$ cat config.mk
export PLATFORM = sky130hd
export DESIGN_NAME = pipe_hazard_ctrl
export DESIGN_NICKNAME = d
export VERILOG_FILES = /design/src/rtl/pipe_hazard_ctrl.sv
export SDC_FILE = /design/constraint.sdc
export NUM_CORES = 1
export LEC_CHECK = 0
export CORE_UTILIZATION = 32
export DETAILED_ROUTE_END_ITERATION = 10
export PLACE_DENSITY = 0.58
export SLEW_MARGIN = 20
export SYNTH_ARGS = -nofsm -noshare
export SYNTH_HDL_FRONTEND = slang
export SYNTH_SLANG_ARGS = --single-unit
$ cat constraint.sdc
create_clock -name clk -period 2.3 [get_ports clk]
set_input_delay 0.23 -clock clk [delete_from_list [all_inputs] [get_ports clk]]
set_output_delay 0.23 -clock clk [all_outputs]
set_load 0.02 [all_outputs]
$ cat src/rtl/pipe_hazard_ctrl.sv
// Stall/flush/PC-select sequencer for the 5-stage pipeline: hazard priority,
// memory-wait timeout, interrupt pending latch and post-vector blackout.
module pipe_hazard_ctrl #(
    parameter int MEM_TIMEOUT  = 15,
    parameter int IRQ_BLACKOUT = 2
) (
    input  logic       clk,
    input  logic       reset,
    input  logic [4:0] id_rs,
    input  logic [4:0] id_rt,
    input  logic       id_uses_rs,
    input  logic       id_uses_rt,
    input  logic       id_valid,
    input  logic       id_kernel,
    input  logic       id_jump,
    input  logic       id_jr,
    input  logic       id_undef,
    input  logic       ex_memrd,
    input  logic [4:0] ex_rd_dst,
    input  logic       ex_branch_taken,
    input  logic       mem_busy,
    input  logic       irq,
    output logic       hold_pc,
    output logic       hold_if2id,
    output logic       hold_id2ex,
    output logic       hold_ex2mem,
    output logic       flush_if2id,
    output logic       flush_id2ex,
    output logic       flush_mem2wb,
    output logic [2:0] pc_sel,
    output logic       epc_we,
    output logic       bus_err
);
    typedef enum logic [1:0] {RUN, MEM_WAIT, BUS_ERR, BLACKOUT} state_t;

    localparam logic [7:0] TIMEOUT  = 8'(MEM_TIMEOUT);
    localparam logic [2:0] BLK_LOAD = 3'(IRQ_BLACKOUT);

    state_t     state, state_nxt;
    logic [7:0] wait_cnt, wait_cnt_nxt;
    logic [2:0] blk_cnt, blk_cnt_nxt;
    logic       irq_pend, irq_pend_nxt;
    logic       pre_blk, pre_blk_nxt;

    logic load_use, in_blk, stall, reload, take;

    assign load_use = ex_memrd && (ex_rd_dst != 5'd0) &&
                      ((id_uses_rs && (id_rs == ex_rd_dst)) ||
                       (id_uses_rt && (id_rt == ex_rd_dst)));

    // A wait that ends resumes the state it interrupted, blackout included.
    assign in_blk = (state == BLACKOUT) || ((state == MEM_WAIT) && pre_blk);

    always_ff @(posedge clk or posedge reset) begin
        if (reset) begin
            state    <= RUN;
            wait_cnt <= '0;
            blk_cnt  <= '0;
            irq_pend <= 1'b0;
            pre_blk  <= 1'b0;
        end else begin
            state    <= state_nxt;
            wait_cnt <= wait_cnt_nxt;
            blk_cnt  <= blk_cnt_nxt;
            irq_pend <= irq_pend_nxt;
            pre_blk  <= pre_blk_nxt;
        end
    end

    always_comb begin
        hold_pc      = 1'b0;
        hold_if2id   = 1'b0;
        hold_id2ex   = 1'b0;
        hold_ex2mem  = 1'b0;
        flush_if2id  = 1'b0;
        flush_id2ex  = 1'b0;
        flush_mem2wb = 1'b0;
        pc_sel       = 3'd0;
        epc_we       = 1'b0;
        bus_err      = 1'b0;
        state_nxt    = state;
        wait_cnt_nxt = wait_cnt;
        blk_cnt_nxt  = blk_cnt;
        pre_blk_nxt  = pre_blk;
        stall        = 1'b0;
        reload       = 1'b0;
        take         = 1'b0;

        if (!reset) begin
            if (state == BUS_ERR) begin
                bus_err      = 1'b1;
                flush_if2id  = 1'b1;
                flush_id2ex  = 1'b1;
                flush_mem2wb = 1'b1;
                pc_sel       = 3'd5;
                epc_we       = 1'b1;
                state_nxt    = BLACKOUT;
                blk_cnt_nxt  = BLK_LOAD;
            end else if ((state == MEM_WAIT) && mem_busy) begin
                hold_pc      = 1'b1;
                hold_if2id   = 1'b1;
                hold_id2ex   = 1'b1;
                hold_ex2mem  = 1'b1;
                flush_mem2wb = 1'b1;
                if (wait_cnt == TIMEOUT) begin
                    state_nxt    = BUS_ERR;
                    wait_cnt_nxt = '0;
                end else if (wait_cnt != 8'hFF) begin
                    wait_cnt_nxt = wait_cnt + 8'd1;
                end
            end else begin
                state_nxt    = in_blk ? BLACKOUT : RUN;
                wait_cnt_nxt = '0;
                if (mem_busy) begin
                    hold_pc      = 1'b1;
                    hold_if2id   = 1'b1;
                    hold_id2ex   = 1'b1;
                    hold_ex2mem  = 1'b1;
                    flush_mem2wb = 1'b1;
                    stall        = 1'b1;
                    state_nxt    = MEM_WAIT;
                    wait_cnt_nxt = 8'd1;
                    pre_blk_nxt  = in_blk;
                end else if (ex_branch_taken) begin
                    flush_if2id = 1'b1;
                    flush_id2ex = 1'b1;
                    pc_sel      = 3'd1;
                end else if (load_use) begin
                    hold_pc     = 1'b1;
                    hold_if2id  = 1'b1;
                    flush_id2ex = 1'b1;
                    stall       = 1'b1;
                end else if (id_valid && id_undef) begin
                    flush_if2id = 1'b1;
                    flush_id2ex = 1'b1;
                    pc_sel      = 3'd5;
                    epc_we      = 1'b1;
                    reload      = 1'b1;
                end else if (id_valid && irq_pend && !in_blk && !id_kernel) begin
                    flush_if2id = 1'b1;
                    flush_id2ex = 1'b1;
                    pc_sel      = 3'd4;
                    epc_we      = 1'b1;
                    reload      = 1'b1;
                    take        = 1'b1;
                end else if (id_jr) begin
                    flush_if2id = 1'b1;
                    pc_sel      = 3'd3;
                end else if (id_jump) begin
                    flush_if2id = 1'b1;
                    pc_sel      = 3'd2;
                end

                // Blackout only counts down on cycles where the pipe advances.
                if (reload) begin
                    state_nxt   = BLACKOUT;
                    blk_cnt_nxt = BLK_LOAD;
                end else if (in_blk && !stall) begin
                    if (blk_cnt <= 3'd1) begin
                        state_nxt   = RUN;
                        blk_cnt_nxt = '0;
                    end else begin
                        blk_cnt_nxt = blk_cnt - 3'd1;
                    end
                end
            end
        end

        if (take)                 irq_pend_nxt = 1'b0;
        else if (irq && !id_kernel) irq_pend_nxt = 1'b1;
        else                      irq_pend_nxt = irq_pend;
    end
endmodule

---- After elaboration in Yosys (flattened, before gate mapping) ----
Index checks and enable logic that the tools add are counted.
word-level totals
  register bits after elaboration ......... 15
  bits of input ports ..................... 28
  output and inout bits ................... 12
  logic and storage cells ................. 125
operators by class
  $add $sub $neg .......................... 2
  $lt $le $gt $ge ......................... 1
  equality and inequality tests ........... 10
  mux-type cells .......................... 80
  bitwise logic cells ..................... 3
  reductions and logical operators ........ 24
operator list
  operator               count
  $mux W1                54
  $mux W3                13
  $mux W8                3
  $mux W2                10
  $logic_and A1 B1 Y1    12
  $eq A5 B5 Y1           2
  $add A8 B1 Y8 const B  1
  $eq A8 B4 Y1 const B   1
  $ne A8 B8 Y1 const B   1
  $reduce_and A3 Y1      2
  $reduce_bool A5 Y1     1
  $eq A2 B2 Y1 const B   2
  $reduce_and A4 Y1      1
  $le A3 B1 Y1 const B   1
  $logic_not A1 Y1       3
  $ne A3 B1 Y1 const B   1
  $ne A3 B2 Y1 const B   1
  $not A1 Y1             3
  $reduce_bool A3 Y1     1
  $sub A3 B1 Y3 const B  1
  $eq A2 B1 Y1 const B   1
  $logic_or A1 B1 Y1     2
  $ne A2 B2 Y1 const B   1
  $reduce_and A2 Y1      1
  $reduce_bool A2 Y1     1

---- Logic depth before layout (Yosys ltp) ----
  depth in word-level cells ............... 17
  gate-level depth with buffers ........... 8
  depth with buffers taken out ............ 7

---- Least setup slack after synthesis ----
OpenSTA, ideal clock, no wires.
  kind .................................... input port to output port
  start point ............................. in ex_rd_dst[1]
  end point ............................... out epc_we
  arrival time ............................ 1.704 ns
  data required time ...................... 2.070 ns
  setup slack ............................. 0.366 ns
  cell stages on the path ................. 5
  path buffers ............................ 0
  cell sequence ........................... or4_1 > o21ai_1 > nand2b_4 > nand2b_2 > o31ai_1
between the ends
  cells in the longest elaborated chain, start to end .. 10
  elaborated cells on any way between the ends .. 14
  classes of those cells .................. eq/ne (2); mux (6); reduce/logical (6)
RTL lines
  what                                    line    RTL
  from (decl)                             19      input logic [4:0] ex_rd_dst,
  $eq A5 B5 Y1 (on tied branches)         48, 49
  $logic_and A1 B1 Y1 (on tied branches)  48, 49
  $logic_or A1 B1 Y1                      48      ((id_uses_rs && (id_rs == ex_rd_dst)) ||
  $logic_and A1 B1 Y1 *                   47      assign load_use = ex_memrd && (ex_rd_dst != 5'd0) &&
  $mux W1 *                               128     end else if (load_use) begin
  $mux W1 *                               124     end else if (ex_branch_taken) begin
  $mux W1 *                               114     if (mem_busy) begin
  $mux W1 *                               99      end else if ((state == MEM_WAIT) && mem_busy) begin
  $mux W1 *                               90      if (state == BUS_ERR) begin
  $mux W1 *                               89      if (!reset) begin
  to (decl)                               31      output logic epc_we,
Every way passes the cells marked *; elsewhere a longest branch is shown, timed or not.

---- Final worst setup path ----
  start point ............................. reg state[1]
  end point ............................... out bus_err
between the ends
  cells in the longest elaborated chain, start to end .. 3
RTL lines
  what                    line  RTL
  from (decl)             39    state_t state, state_nxt;
  from (signal assigned)  62    state <= state_nxt;
  $eq A2 B2 Y1            90
  $mux W1                 90
  $mux W1                 89
  to (decl)               32    output logic bus_err
No other way between the ends.

==> flow_metrics.py <==
metrics = {
    "timing": {
        "rsz0062_at_grt": "no",
        "setup_violations": 0,
        "holdWs_ns": 0.274,
        "post-route-min-period_ns": 2.22,
        "fmax_mhz": 451,
        "finClkSkew_ns": 0.00363,
        "worst_slew_pin_slew_ns": 0.409,
        "maxSlewViolCount": 0,
        "hold_viol_final": 0,
        "final.period_utilization_pct": 96.3,
        "relSlewSlack_pct": 72.7,
    },
    "routing": {
        "wirelength_um": 3500,
        "drt-initial-drc-count": 32,
        "via_per_inst": 5.08,
        "dr_wl_met2_um": 1790,
        "top_layer_used": "met4",
        "wl_per_cell_um": 13.5,
        "vias": 1317,
        "remaining_drc_errors": 0,
        "wl_met3_um": 123,
        "wl_met1_um": 1580,
        "detail-route-antenna-nets": 0,
        "first_pass_iters": 4,
    },
    "worst_setup_path": {
        "crit_arrival_ns": 1.99,
        "critPathRequiredTime_ns": 2.07,
        "criticalPathCategory": "flip-flop to output port",
        "crit_path_start_kind": "flip-flop",
        "crit_chain": "nor2b_2 > nand2_1 > inv_1 > clkdlybuf4s50_1",
        "crit_slowest_cell": "clkdlybuf4s50_1",
        "cp-end-kind": "output port",
        "path_max_fanout": 7,
        "slowest_delay_ns": 0.62,
        "critPathBufInv": 2,
        "cp_top_family": "buffers and inverters",
    },
    "min_path": {
        "hold_path.class": "input pin to async pin",
    },
    "synthesis": {
        "yosysSeqAreaShare_pct": 29.4,
        "netlist_instances": 160,
        "synth.distinct_cells": 49,
        "async_flop_share_pct": 100,
        "syn_area_um2": 1270,
        "ys.flop_type": "dfrtp_1",
        "synth_fp_nets": 191,
        "synth_edf_count": 0,
        "avgSynthCellArea_um2": 7.97,
        "synth_seq_cells": 15,
        "yosys_warnings": 0,
    },
    "cts": {
        "cts_tree": "yes",
        "cts.sink_count": 15,
        "htree_levels": 1,
        "cts_buffers": 3,
        "path_clk_slew_ns": 0.07,
        "clockBufferDepth": 2,
        "clk_latency_ns": 0.25,
        "cts_root_buf": "clkbuf_8",
        "hold_buffers": 0,
    },
    "power_and_ir_drop": {
        "p_leak_nw": 0.782,
        "ir_drop_uv": 269,
        "powerDensity_nw_per_um2": 671,
    },
    "grt": {
        "grt_pass1_vias": 1366,
        "grt_pass1_wl_um": 5900,
        "grtUsageTotal_pct": 17.7,
        "grt_max_degree": 19,
        "grt-ovfl-total": 0,
        "antenna_found_initial": 0,
    },
    "finish": {
        "fill_cells": 390,
        "layout_common_cells": "clkdlybuf4s50_1, nand2_1, nor2_1",
        "nets": 243,
        "area_delta_synth_final_pct": 41.9,
        "fin_cells": 259,
        "final_common_cell": "clkdlybuf4s50_1",
        "drive_above_1_share_pct": 20.4,
        "diodes": 0,
        "seq_area_um2": 375,
        "multi_input_area_um2": 861,
    },
    "placed_design": {
        "place_hpwl_um": 2820,
        "dp.cells": 255,
        "gp_congestion": 0.792,
        "portBuffers": 39,
    },
    "run_status": {
        "status": "completed",
    },
    "die": {
        "chipHeight_um": 65.1,
        "die_w_um": 65.1,
        "core_um2": 3740,
        "start_util_pct": 34.1,
        "rows": 22,
        "die-area_um2": 4240,
        "pin_count": 40,
    },
    "run": {
        "cap_violations": 0,
    },
}
[routing by layer]
layer	up-vias	global-route usage [%]
li1	671	-
met1	600	21.0
met2	44	33.3
met3	2	3.47
met4	0	2.17
met5	-	0
[power by group]
part | switching [W] | internal, W
sequential | 0.0000589 | 0.000316
clock | 0.000102 | 0.000120
combinational | 0.000334 | 0.000281
total | 0.000495 | 0.000718
[state kept, by name, summed over array words and instances (netlist names)]
| register | flops |
|---|---|
| state | 2 |
| blk_cnt | 3 |
| wait_cnt | 8 |
| pre_blk | 1 |
| irq_pend | 1 |
[stage by stage]
stage | TNS, ns | cell area [µm²] | setup WS [ns] | utilization [%] | total power (W)
floorplan | 0 | 1270 | 0.366 | - | 0.000780
global placement | -2.67 | 1790 | -0.358 | 47.8 | 0.00100
detailed placement | -2.81 | 1790 | -0.380 | 47.8 | 0.00102
CTS | 0 | 1830 | 0.00132 | 48.8 | 0.00124
global route | 0 | 1810 | 0.00551 | 48.3 | 0.00130
finish | 0 | 1810 | 0.0847 | 48.3 | 0.00121
[cells in the mapped netlist (all sizes together) (2+ instances only)]
cell	instances	area share (%)
a21o	2	1.2
a21oi	7	3.0
a22oi	2	1.2
and2	3	1.6
and3	3	1.5
buf	4	2.5
dfrtp	15	29
ha	3	2.9
inv	5	1.5
nand2	20	5.9
nand2b	3	2.5
nand3	3	1.2
nand4	2	0.98
nor2	19	6.2
nor2b	4	2.0
nor3	6	2.4
nor3b	2	1.2
o21ai	18	7.4
o22a	3	2.1
o22ai	2	0.98
o31ai	4	3.4
or2	4	2.0
or3	2	1.4
or4	2	1.2
xnor2	10	6.9
[path summary, 6_finish.rpt]
kind | cells past startpoint | slack (ns) | start | end
setup reg to reg | 6 | 0.34 | wait_cnt[0] | state[1]
setup / recovery | 4 | 0.08 | state[1] | bus_err
hold reg to reg | 1 | 0.48 | irq_pend | irq_pend
max in group asynchronous | 3 | 1.59 | reset | wait_cnt[5]
hold / removal | 2 | 0.27 | reset | irq_pend
min in group clk | 1 | 0.48 | irq_pend | irq_pend
[timing repair]
action / 4_1_cts / 5_1_grt
endpoints found under the setup margin: 9 / 7
gates resized for setup: 33 / 6
buffers inserted: 0 / 0
[logic make-up after synthesis]
group | share of synthesized area (%)
DFF | 29.4
AOI/OAI and AO/OA | 25.5
adders and majority gates | 2.94
xor gates and xnor gates | 6.87
and+or+nand+nor | 31.0
buffers and inverters | 4.22
[layout make-up]
type,instances,area share (%)
clock buffers,3,2.28
clock inverters,1,0.277
inverters,5,1.04
multi-input cells,135,47.6
flip-flops and latches,15,20.7
well taps,48,3.32
repair buffers,52,24.8
Power figures use the tool's default switching activity.
